## src/rtl/traffic_pkg.sv

```systemverilog
// Shared state and light encodings for the intersection phase controller.
package traffic_pkg;

  typedef enum logic [1:0] {
    S_ALLRED = 2'd0,
    S_GREEN  = 2'd1,
    S_YELLOW = 2'd2
  } state_t;

  localparam logic [1:0] LIGHT_RED    = 2'b00;
  localparam logic [1:0] LIGHT_YELLOW = 2'b01;
  localparam logic [1:0] LIGHT_GREEN  = 2'b10;

endpackage

```

## src/rtl/second_prescaler.sv

```systemverilog
// Divides the system clock down to a one-cycle pulse per elapsed second.
module second_prescaler #(
  parameter int TICK_DIV = 50000000
) (
  input  logic Clock,
  input  logic Resetn,
  input  logic clear,
  input  logic hold,
  output logic tick
);

  localparam int CW = (TICK_DIV > 1) ? $clog2(TICK_DIV) : 1;
  localparam logic [CW-1:0] LAST = CW'(TICK_DIV - 1);

  logic [CW-1:0] count_q;
  logic [CW-1:0] count_d;

  always_comb begin
    count_d = count_q;
    if (clear) begin
      count_d = '0;
    end else if (!hold) begin
      count_d = (count_q == LAST) ? '0 : count_q + 1'b1;
    end
  end

  always_ff @(posedge Clock or negedge Resetn) begin
    if (!Resetn) begin
      count_q <= '0;
    end else begin
      count_q <= count_d;
    end
  end

  // A frozen count must not keep re-firing the same second.
  assign tick = (count_q == LAST) && !hold;

endmodule

```

## src/rtl/traffic_phase_controller.sv

```systemverilog
// Round-robin N-approach signal sequencer with green extension, latched
// pedestrian requests and emergency preemption.
module traffic_phase_controller
  import traffic_pkg::*;
#(
  parameter int N_PHASES      = 2,
  parameter int PH_W          = $clog2(N_PHASES),
  parameter int TICK_DIV      = 50000000,
  parameter int GREEN_SEC     = 10,
  parameter int EXT_SEC       = 5,
  parameter int YELLOW_SEC    = 3,
  parameter int ALLRED_SEC    = 1,
  parameter int COUNTDOWN_SEC = 5,
  parameter int CNT_W         = 5
) (
  input  logic                  Clock,
  input  logic                  Resetn,
  input  logic [N_PHASES-1:0]   ext_req,
  input  logic [N_PHASES-1:0]   ped_req,
  input  logic                  preempt_valid,
  input  logic [PH_W-1:0]       preempt_phase,
  output logic [2*N_PHASES-1:0] light,
  output logic [N_PHASES-1:0]   walk,
  output logic [N_PHASES-1:0]   countdown,
  output logic [CNT_W-1:0]      seconds_left,
  output logic [PH_W-1:0]       cur_phase,
  output logic                  tick
);

  localparam logic [CNT_W-1:0] GREEN_LEN     = CNT_W'(GREEN_SEC);
  localparam logic [CNT_W-1:0] GREEN_EXT_LEN = CNT_W'(GREEN_SEC + EXT_SEC);
  localparam logic [CNT_W-1:0] YELLOW_LEN    = CNT_W'(YELLOW_SEC);
  localparam logic [CNT_W-1:0] ALLRED_LEN    = CNT_W'(ALLRED_SEC);
  localparam logic [CNT_W-1:0] CD_LEN        = CNT_W'(COUNTDOWN_SEC);
  localparam logic [CNT_W-1:0] ONE_SEC       = CNT_W'(1);
  localparam logic [PH_W-1:0]  LAST_PH       = PH_W'(N_PHASES - 1);
  localparam logic [PH_W:0]    N_PH          = (PH_W + 1)'(N_PHASES);

  state_t              state_q, state_d;
  logic [CNT_W-1:0]    secs_q, secs_d;
  logic [PH_W-1:0]     phase_q, phase_d;
  logic [N_PHASES-1:0] ped_pend_q, ped_pend_d;
  logic                ped_active_q, ped_active_d;

  logic                preempt_ok;
  logic                preempt_other;
  logic                preempt_hold;
  logic                trans;
  logic                tick_w;
  logic [PH_W-1:0]     next_phase;
  logic [CNT_W-1:0]    green_len;

  // Out-of-range preemption targets are treated as no request at all.
  assign preempt_ok    = preempt_valid && ({1'b0, preempt_phase} < N_PH);
  assign preempt_other = (state_q == S_GREEN) && preempt_ok && (preempt_phase != phase_q);
  assign preempt_hold  = (state_q == S_GREEN) && preempt_ok && (preempt_phase == phase_q);

  assign next_phase = preempt_ok ? preempt_phase
                    : ((phase_q == LAST_PH) ? '0 : phase_q + 1'b1);
  assign green_len  = ext_req[next_phase] ? GREEN_EXT_LEN : GREEN_LEN;

  second_prescaler #(
    .TICK_DIV (TICK_DIV)
  ) u_prescaler (
    .Clock  (Clock),
    .Resetn (Resetn),
    .clear  (trans),
    .hold   (preempt_hold),
    .tick   (tick_w)
  );

  always_comb begin
    state_d      = state_q;
    secs_d       = secs_q;
    phase_d      = phase_q;
    ped_pend_d   = ped_pend_q | ped_req;
    ped_active_d = ped_active_q;
    trans        = 1'b0;
    case (state_q)
      S_GREEN: begin
        // Preemption wins over a coincident expiry; both land in YELLOW.
        if (preempt_other) begin
          state_d      = S_YELLOW;
          secs_d       = YELLOW_LEN;
          ped_active_d = 1'b0;
          trans        = 1'b1;
        end else if (tick_w) begin
          if (secs_q == ONE_SEC) begin
            state_d      = S_YELLOW;
            secs_d       = YELLOW_LEN;
            ped_active_d = 1'b0;
            trans        = 1'b1;
          end else begin
            secs_d = secs_q - 1'b1;
          end
        end
      end
      S_YELLOW: begin
        if (tick_w) begin
          if (secs_q == ONE_SEC) begin
            state_d = S_ALLRED;
            secs_d  = ALLRED_LEN;
            trans   = 1'b1;
          end else begin
            secs_d = secs_q - 1'b1;
          end
        end
      end
      S_ALLRED: begin
        if (tick_w) begin
          if (secs_q == ONE_SEC) begin
            state_d      = S_GREEN;
            phase_d      = next_phase;
            secs_d       = green_len;
            ped_active_d = ped_pend_q[next_phase];
            // A request landing on the entry edge waits for the next service.
            ped_pend_d[next_phase] = ped_req[next_phase];
            trans        = 1'b1;
          end else begin
            secs_d = secs_q - 1'b1;
          end
        end
      end
      default: begin
        state_d = S_ALLRED;
        secs_d  = ALLRED_LEN;
        trans   = 1'b1;
      end
    endcase
  end

  always_ff @(posedge Clock or negedge Resetn) begin
    if (!Resetn) begin
      state_q      <= S_ALLRED;
      secs_q       <= ALLRED_LEN;
      phase_q      <= LAST_PH;
      ped_pend_q   <= '0;
      ped_active_q <= 1'b0;
    end else begin
      state_q      <= state_d;
      secs_q       <= secs_d;
      phase_q      <= phase_d;
      ped_pend_q   <= ped_pend_d;
      ped_active_q <= ped_active_d;
    end
  end

  always_comb begin
    light     = '0;
    walk      = '0;
    countdown = '0;
    for (int i = 0; i < N_PHASES; i++) begin
      light[2*i +: 2] = LIGHT_RED;
      if (phase_q == PH_W'(i)) begin
        if (state_q == S_GREEN) begin
          light[2*i +: 2] = LIGHT_GREEN;
          walk[i]         = ped_active_q && (secs_q > CD_LEN);
          countdown[i]    = ped_active_q && (secs_q <= CD_LEN);
        end else if (state_q == S_YELLOW) begin
          light[2*i +: 2] = LIGHT_YELLOW;
        end
      end
    end
  end

  assign seconds_left = secs_q;
  assign cur_phase    = phase_q;
  assign tick         = tick_w;

endmodule

```

## config.mk

```make
export PLATFORM = sky130hd
export DESIGN_NAME = traffic_phase_controller
export DESIGN_NICKNAME = d
export VERILOG_FILES = /design/src/rtl/traffic_pkg.sv /design/src/rtl/second_prescaler.sv /design/src/rtl/traffic_phase_controller.sv
export SDC_FILE = /design/constraint.sdc
export NUM_CORES = 1
export LEC_CHECK = 0
export BUFFER_PORTS_ARGS = -buffer_cell sky130_fd_sc_hd__buf_4
export CORE_MARGIN = 2
export CORE_UTILIZATION = 55
export DETAILED_ROUTE_END_ITERATION = 8
export PLACE_DENSITY = 0.83
export SLEW_MARGIN = 20
export SYNTH_ARGS = -nofsm -noshare
export SYNTH_HDL_FRONTEND = slang
export SYNTH_SLANG_ARGS = --single-unit
```

## constraint.sdc

```tcl
create_clock -name Clock -period 4 [get_ports Clock]
set_clock_uncertainty 0.2 [all_clocks]
set_input_delay 0.4 -clock Clock [delete_from_list [all_inputs] [get_ports Clock]]
set_output_delay 0.4 -clock Clock [all_outputs]
set_load 0.05 [all_outputs]
```

==> run summary, run 1 <==
H-tree Lvls: 2
Die Wd: 68.5 um
Vias: 2,069
top-area cell type share of the netlist area: 38.2%
worst endpoint required time: 3400 ps
num rows: 23
xor-xnor portion of the synthesized cell area: 7.26%
Tcrit/Tclk final: 66.9%
Net Sw Power: 144 uW
die area: 4700 um^2
unrepaired setup endpoints after global routing: false
Pint: 500 uW
internal reg-to-reg setup slack: 1350 ps
Max IR drop VDD: 180 uV
WL/cell: 15.3 um
clk root buf: clkbuf_8
WP buf/inv: 2
Post-Synth Adder-Cell Area: 1.64%
combinational share of power: 3.0%
Post-synth top flop: dfrtp_1
met3 routed WL: 310 um
Core Region: 4000 um^2
Remaining DRCs: 0
GR Util All Layers: 24.7%
Distinct cells, synth: 50
EDFF count, synth: 0
critical path startpoint category: flip-flop
final wirelength: 5.16 mm
min cycle time layout: 2680 ps
Synthesized Nets: 277
simple-gate share of the synthesized area: 34.8%
Top delay family on crit path: simple AND/OR/NAND/NOR gates
Crit. End Element: output port
Max Transition Viols Final: 0
fmax: 374 MHz
hold depth: 3
critical path class: flip-flop to output port
Clk Latency, worst-skew pair: 290 ps
max-cap violation count: 0
DPL Wire Length: 3.65 mm
crit path DAT: 2080 ps
Hold/Removal Path Class: input pin to flip-flop
1st-pass router iterations: 4
Clock transition at path regs: 70 ps
total CTS buffers: 5
CTS tree: built
most common cell after layout, fill and taps aside: nor2_1
leak pwr: 1.18 nW
status: complete, no violations
#FFs+latches synth: 37
Ports: 23
top cells by area, synth: dfrtp_1 (38%), nor2_1 (6.7%), xor2_1 (6.1%)
first-pass GRT wire length: 8.68 mm
initial antenna violation count: 0
Synth Warn #: 0
Seq/Total Area, Yosys: 40.5%
PwrDens: 251 nW/um^2
share of layout cells above drive strength 1: 14.3%
GPL Wtd Cong: 0.869
Die Y-Extent: 68.5 um
top sig layer: met4
Hold Buf Count CTS: 1
worst slew pin tran: 1080 ps
vias per inst: 6.14
main combinational cell family by area after synthesis: simple AND/OR/NAND/NOR gates
clock power share: 38.9%
leading area contributor after synthesis: dfrtp_1
largest net degree at the start of global routing: 38
endpoints failing hold: 0
Rel. slew slack: 27.5%
switch share: 22.4%
Design Power: 644 uW
Mapped Avg Cell Area: 8.61 um^2
Post-CTS Setup Bufs: 0
GR Overflow Total: 0
Setup TNS: 0 ps
mux share of post-synthesis cell area: 1.80%
via count of the first global-routing pass: 1,964
fill count: 341
wire length on met2: 2.49 mm
asr flop ratio synth: 100%
reg2reg path depth: 5
Iter 0 DRT Violations: 132
Initial Utilization: 57.3%
Layout area overhead: 12.2%
Fin Hold WS: 164 ps
Worst Path Max Fanout: 10
area of the mapped netlist: 2290 um^2
M1 WL: 2.23 mm
Longest Clk Path Bufs: 2
I/O Buffers: 22
cell-by-cell trace of the critical path: or4b_4, nor4_4, nand4_4, inv_1, buf_4
register share of total power: 58.1%
commonest cells after routing, fill and taps aside: nor2_1 (41), dfrtp_1 (35), nand2_1 (33), buf_4 (24), xor2_1 (16)
Synth Instances: 266
final setup vio count: 0
Post-CTS Resized: 0
antenna viol nets, final: 0
CP max stage cell: or4b_4
nets: 298
Largest stage delay, worst path: 560 ps
WP depth: 5
Diodes inserted: 0
post-synthesis compound-gate area fraction: 10.7%
# clock sinks: 37
## cells in the mapped netlist (2+ instances only)
master / number
a211oi_1: 3
a21oi_1: 8
a31oi_1: 3
and3_1: 6
and4b_1: 2
buf_2: 2
clkbuf_1: 8
dfrtp_1: 35
dfstp_2: 2
ha_1: 3
inv_1: 6
mux2i_1: 3
nand2_1: 33
nand2b_1: 5
nand3_1: 14
nand3b_1: 3
nand4_1: 12
nand4b_1: 2
nor2_1: 41
nor2b_1: 4
nor3_1: 8
nor4_1: 3
nor4_2: 2
o21ai_0: 7
o21ai_1: 4
o311ai_1: 2
o31ai_1: 3
or3_1: 3
xnor2_1: 3
xor2_1: 16
## area by class of cell
| cell class | instances | area (um^2) | area share, % |
|---|---|---|---|
| Clock inverter | 1 | 5.00 | 0.195 |
| Sequential cell | 37 | 928 | 36.1 |
| Tap cell | 50 | 62.6 | 2.43 |
| Clock buffer | 6 | 72.6 | 2.82 |
| Multi-Input combinational cell | 212 | 1290 | 50.1 |
| Timing Repair Buffer | 25 | 190 | 7.40 |
| Inverter | 6 | 22.5 | 0.876 |
## tightest hold or removal path: cells and delay by family
family | cells | cell delay [ps]
buf+inv | 1 | 90
compound gates | 1 | 100
simple gates | 1 | 40
## stage by stage
step                worst slack (ps)  cell area, um^2  cells  utilization (%)
floorplan                        852             2290    266                -
global placement                1410             2480    329             62.1
detailed placement              1360             2480    329             62.1
CTS                             1320             2570    337             64.2
global route                    1200             2570    337             64.2
finish                          1320             2570    337             64.2
## per-layer routing
metal,vias to the layer above,track usage [%]
li1,990,-
met1,990,31.6
met2,74,39.2
met3,15,5.84
met4,0,11.8
met5,-,0
## registers in the layout (all words and copies together), names as in the netlist
signal / cells
ped_pend_q: 2
seconds_left: 5
state_q: 2
ped_active_q: 1
cur_phase: 1
u_prescaler.count_q: 26
## worst paths after layout
| kind | startpoint | endpoint |
|---|---|---|
| min in group asynchronous | Resetn | u_prescaler.count_q[2] |
| worst max-delay path | u_prescaler.count_q[11] | tick |
| worst max register to register | u_prescaler.count_q[11] | seconds_left[3] |
| worst min register to register | u_prescaler.count_q[6] | u_prescaler.count_q[6] |
| max in group asynchronous | Resetn | seconds_left[0] |
| worst min-delay path | ped_req[1] | ped_pend_q[1] |
## power groups by stage
stage	Sequential, mW	Combinational [mW]	Clock, mW
2_1_floorplan	0.381	0.00449	0
3_3_place_gp	0.381	0.0189	0
3_5_place_dp	0.381	0.0190	0
4_1_cts	0.374	0.0198	0.255
5_1_grt	0.374	0.0221	0.274
6_report	0.374	0.0193	0.251
## cells by family (layout without fill, tap and decap cells)
logic type	Yosys count	in the layout
simple gates	148	148
compound gates	38	38
flops	37	37
xor+xnor	19	19
buf+inv	17	38
mux	4	4
fa+ha+maj	3	3
Note: power is estimated with default switching activity, not from simulation.
==> run 2: changes to the inputs <==
CORE_UTILIZATION = 53   (was 55)
PLACE_DENSITY = 0.84   (was 0.83)
clock period = 2.21 ns   (was 4 ns; I/O delays follow)
==> run 2 against run 1 <==
  * The flow now finishes with violations (setup timing)
  * First-iteration DRC count rose by 20%
  * Routed wire length rose by 12%
  * Die area rose by 3.5%
  * Combinational power rose by 100%
  * Total power rose by 120%
  * Clock-buffer cell count fell by 1
  * Critical path type unchanged
  * Critical endpoint unchanged
  * Largest power group is now the clock network
==> run summary, run 2 (synthesis results as in run 1) <==
cell-by-cell trace of the critical path: or4b_4, nor4_4, nand4_4, inv_2, buf_8
launch point of the worst path: u_prescaler.count_q[16]
GPL Wtd Cong: 0.898
Post-Place Cells: 350
leak pwr: 1.35 nW
Longest Clk Path Bufs: 2
Ports: 23
Iter 0 DRT Violations: 158
PwrDens: 472 nW/um^2
min cycle time layout: 2260 ps
crit path DAT: 1840 ps
antenna viol nets, final: 0
WP buf/inv: 2
Clock transition at path regs: 70 ps
fmax: 442 MHz
clk root buf: clkbuf_8
I/O Buffers: 22
Top delay family on crit path: simple AND/OR/NAND/NOR gates
DPL Wire Length: 4.16 mm
Diodes inserted: 0
num rows: 23
total CTS buffers: 5
max FFs per register: 26
Initial Utilization: 56.1%
Die Wd: 69.7 um
Hold/Removal Path Class: input pin to flip-flop
final setup vio count: 2
WL/cell: 15.9 um
Layout area overhead: 29.6%
Post-DP Area: 2720 um^2
Rel. slew slack: 68.8%
worst endpoint required time: 1790 ps
PnR worst setup slack: -54.9 ps
Crit. End Element: output port
CP max stage cell: or4b_4
design area: 2970 um^2
nets: 324
vias per inst: 5.98
H-tree Lvls: 2
CTS tree: built
Remaining DRCs: 0
Tcrit/Tclk final: 102%
Die Y-Extent: 69.7 um
final wirelength: 5.79 mm
Max Transition Viols Final: 0
GR Overflow Total: 0
Vias: 2,175
Core Region: 4090 um^2
most common cell after layout, fill and taps aside: buf_4
Max IR drop VDD: 391 uV
die area: 4860 um^2
share of layout cells above drive strength 1: 27.1%
commonest cells after routing, fill and taps aside: buf_4 (43), nor2_1 (35), dfrtp_1 (34), nand2_1 (33), xor2_1 (16)
max-cap violation count: 0
largest net degree at the start of global routing: 38
Clk Latency, worst-skew pair: 290 ps
critical path startpoint category: flip-flop
initial antenna violation count: 0
worst slew pin tran: 468 ps
# clock sinks: 37
endpoints failing hold: 0
first-pass GRT wire length: 10.0 mm
Setup TNS: -70.9 ps
Largest Register: u_prescaler.count_q
Critical R2R Launch: u_prescaler.count_q[16]
Worst Path Max Fanout: 4
Util after Layout: 72.7%
1st-pass router iterations: 4
GR Util All Layers: 25.8%
failing checks: setup timing
unrepaired setup endpoints after global routing: true
status: complete, but fails checks
Largest stage delay, worst path: 550 ps
critical path class: flip-flop to output port
Fin Hold WS: 107 ps
via count of the first global-routing pass: 2,154
hold_sp: preempt_valid
Finished Layout Cells: 364
## run 2: changes by cell type in the layout (fill, tap and decap cells not counted), moves of 3 or more
cell    before  now
buf_4       24   43
nor2_1      41   35
nor2_4       0    4
buf_6        0    3
## run 2: area by class of cell
class                      count  area, um^2
inverter                       6        22.5
tap                           50        62.6
multi-input combinational    212        1400
clock inverter                 3        65.1
clock buffer                   5        68.8
fill                         295        1120
sequential                    37         933
timing repair buffer          51         417
## run 2: power breakdown
group | internal (mW) | switching (mW) | leakage, nW
Clock | 0.448 | 0.239 | 0.0681
Combinational | 0.0154 | 0.0234 | 0.811
Sequential | 0.677 | 0.0000000000000000473 | 0.469
## run 2: per-stage QoR
step / setup slack (ps) / total power, mW
2_1_floorplan: -4.04 / 0.698
3_3_place_gp: 128 / 0.724
3_5_place_dp: -0.306 / 0.725
4_1_cts: -66.8 / 1.42
5_1_grt: -162 / 1.46
6_report: -54.9 / 1.40
## run 2: repair_timing
item                                   in CTS  in global routing
pin swaps                                   4                  4
hold buffers                                3                  0
endpoints found under the hold margin      37                  0
setup buffers                               2                  1
gates resized for setup                     8                  8
setup endpoints to repair                   6                 10
gates cloned                                0                  0
## run 2: final timing paths
check | cells past startpoint | slack [ps] | end
worst max-delay path | 5 | -50 | tick
worst min-delay path | 3 | 110 | state_q[0]
worst max register to register | 7 | -20 | seconds_left[0]
worst min register to register | 1 | 320 | u_prescaler.count_q[6]
max in group asynchronous | 2 | 1230 | seconds_left[1]
min in group asynchronous | 2 | 220 | state_q[0]
## run 2: tightest hold or removal path, stage by stage
cell,delay [ps]
buf_4,100
o311ai_0,140
nand2b_1,90
## run 2: layer usage
metal  global-route usage [%]  vias to the layer above  share of wire [%]
li1                         -                     1046                  -
met1                     33.0                     1052                 44
met4                     10.3                        0                1.7
met2                     42.4                       65                 50
met3                     5.96                       12                5.0
met5                        0                        -                  0
==> run 3: changes to the inputs <==
CELL_PAD_IN_SITES_DETAIL_PLACEMENT = 2   (was not set)
CELL_PAD_IN_SITES_GLOBAL_PLACEMENT = 2   (was not set)
CORE_UTILIZATION = 32   (was 53)
PLACE_DENSITY = 0.83   (was 0.84)
==> run 3 against run 2 <==
  * The flow still finishes with violations (setup timing)
  * Total power down 3.1%
  * Critical path depth up 1
  * Fmax down 6.3%
  * Clock-buffer cell count up 1
  * Register-to-register slack worse by 90 ps
  * Routed wire length up 53%
  * Sequential cell count unchanged
  * Global-route usage down 2.0 points
  * Worst hold slack worse by 98 ps
  * Largest power group is now sequential cells
==> run summary, run 3 (synthesis results as in run 1) <==
WL/cell: 21.4 um
Layout area overhead: 35.1%
Design Power: 1.36 mW
Iter 0 DRT Violations: 144
CTS tree: built
worst endpoint required time: 1790 ps
crit path DAT: 2000 ps
Vias: 2,322
Rel. slew slack: 66.7%
Clock transition at path regs: 80 ps
Fin Hold WS: 9.32 ps
hold depth: 3
worst slew pin tran: 499 ps
commonest cells after routing, fill and taps aside: buf_4 (45), nor2_1 (34), nand2_1 (33), dfrtp_1 (33), xor2_1 (16)
register share of total power: 49.8%
total CTS buffers: 5
Pint: 1.06 mW
clk root buf: clkbuf_8
Diodes inserted: 0
Ports: 23
final setup vio count: 3
GR Util All Layers: 23.8%
Max Transition Viols Final: 0
min cycle time layout: 2420 ps
failing checks: setup timing
share of layout cells above drive strength 1: 30.5%
max FFs per register: 26
Crit. End Element: output port
PwrDens: 439 nW/um^2
Tcrit/Tclk final: 109%
max-cap violation count: 0
first-pass GRT wire length: 14.0 mm
clock power share: 47.2%
num rows: 30
critical path class: flip-flop to output port
Hold/Removal Path Class: input pin to flip-flop
final wirelength: 8.87 mm
combinational share of power: 3.0%
DPL Wire Length: 5.91 mm
leak pwr: 1.38 nW
die area: 7850 um^2
unrepaired setup endpoints after global routing: true
PnR worst setup slack: -207 ps
Net Sw Power: 301 uW
H-tree Lvls: 2
Post-DP Area: 2820 um^2
largest net degree at the start of global routing: 38
antenna viol nets, final: 0
design area: 3090 um^2
GPL Wtd Cong: 0.767
nets: 328
I/O Buffers: 22
status: complete, but fails checks
Die Y-Extent: 88.6 um
Remaining DRCs: 0
Die Wd: 88.6 um
GR Overflow Total: 0
Worst Path Max Fanout: 5
vias per inst: 5.61
Clk Latency, worst-skew pair: 300 ps
endpoints failing hold: 0
# clock sinks: 37
Core Region: 6870 um^2
Max IR drop VDD: 279 uV
fmax: 414 MHz
switch share: 22.2%
Initial Utilization: 33.4%
1st-pass router iterations: 4
Largest Register: u_prescaler.count_q
via count of the first global-routing pass: 2,563
Longest Clk Path Bufs: 2
critical path startpoint category: flip-flop
initial antenna violation count: 0
most common cell after layout, fill and taps aside: buf_4
reg2reg path depth: 6
-- run 3: changes by cell type in the layout (fill, tap and decap cells not counted), sizes merged --
cell | previous run | this run
buf | 48 | 54
clkbuf | 5 | 6
clkinv | 1 | 0
clkinvlp | 0 | 1
bufinv | 2 | 1
dlygate4sd3 | 3 | 1
-- run 3: worst max-delay path: stages, from the launching register on --
cell and delay (ps):
dfrtp_1 420, or4b_4 580, nor4_4 210, nand4_4 150
buf_6 170, inv_4 50, buf_8 130
-- run 3: area by class of cell --
class | instances | area [um^2]
repair buffers | 55 | 469
clock buffers | 6 | 82.6
clock inverters | 2 | 37.5
inverters | 6 | 25.0
multi-input cells | 212 | 1430
well taps | 96 | 120
flip-flops and latches | 37 | 935
fillers | 740 | 3770
-- run 3: worst paths after layout --
path,startpoint,slack (ps),to
setup / recovery,u_prescaler.count_q[16],-210,tick
setup reg to reg,u_prescaler.count_q[16],-110,seconds_left[4]
max in group asynchronous,Resetn,1200,state_q[1]
min in group asynchronous,Resetn,220,ped_pend_q[1]
hold reg to reg,u_prescaler.count_q[6],340,u_prescaler.count_q[6]
hold / removal,ped_req[0],9,ped_pend_q[0]
-- run 3: power groups by stage --
stage	combinational [mW]	sequential (mW)	clock, mW
2_1_floorplan	0.00831	0.690	0
3_3_place_gp	0.0359	0.690	0
3_5_place_dp	0.0374	0.690	0
4_1_cts	0.0397	0.676	0.651
5_1_grt	0.0449	0.676	0.673
6_report	0.0406	0.676	0.642
-- run 3: stage by stage --
stage	TNS (ps)	worst slack, ps	cells	util [%]
floorplan	-8.09	-4.04	266	-
global placement	0	112	400	41.0
detailed placement	0	39.0	400	41.0
CTS	-224	-181	411	43.8
global route	-825	-265	414	45.0
finish	-404	-207	414	45.0
-- run 3: what timing repair did --
item	CTS	global route
gates resized for setup	13	17
buffers inserted	2	3
hold buffers	1	0
pin swaps	5	6
endpoints found under the setup margin	7	17
hold endpoints to repair	35	0
-- run 3: routing by layer --
metal  GRT usage (%)  part of all wire [%]  vias up
met5               0                     0        -
met1            28.7                    41     1213
met3            3.45                   2.5       13
met4            9.09                   1.7        0
li1                -                     -     1050
met2            42.7                    55       46
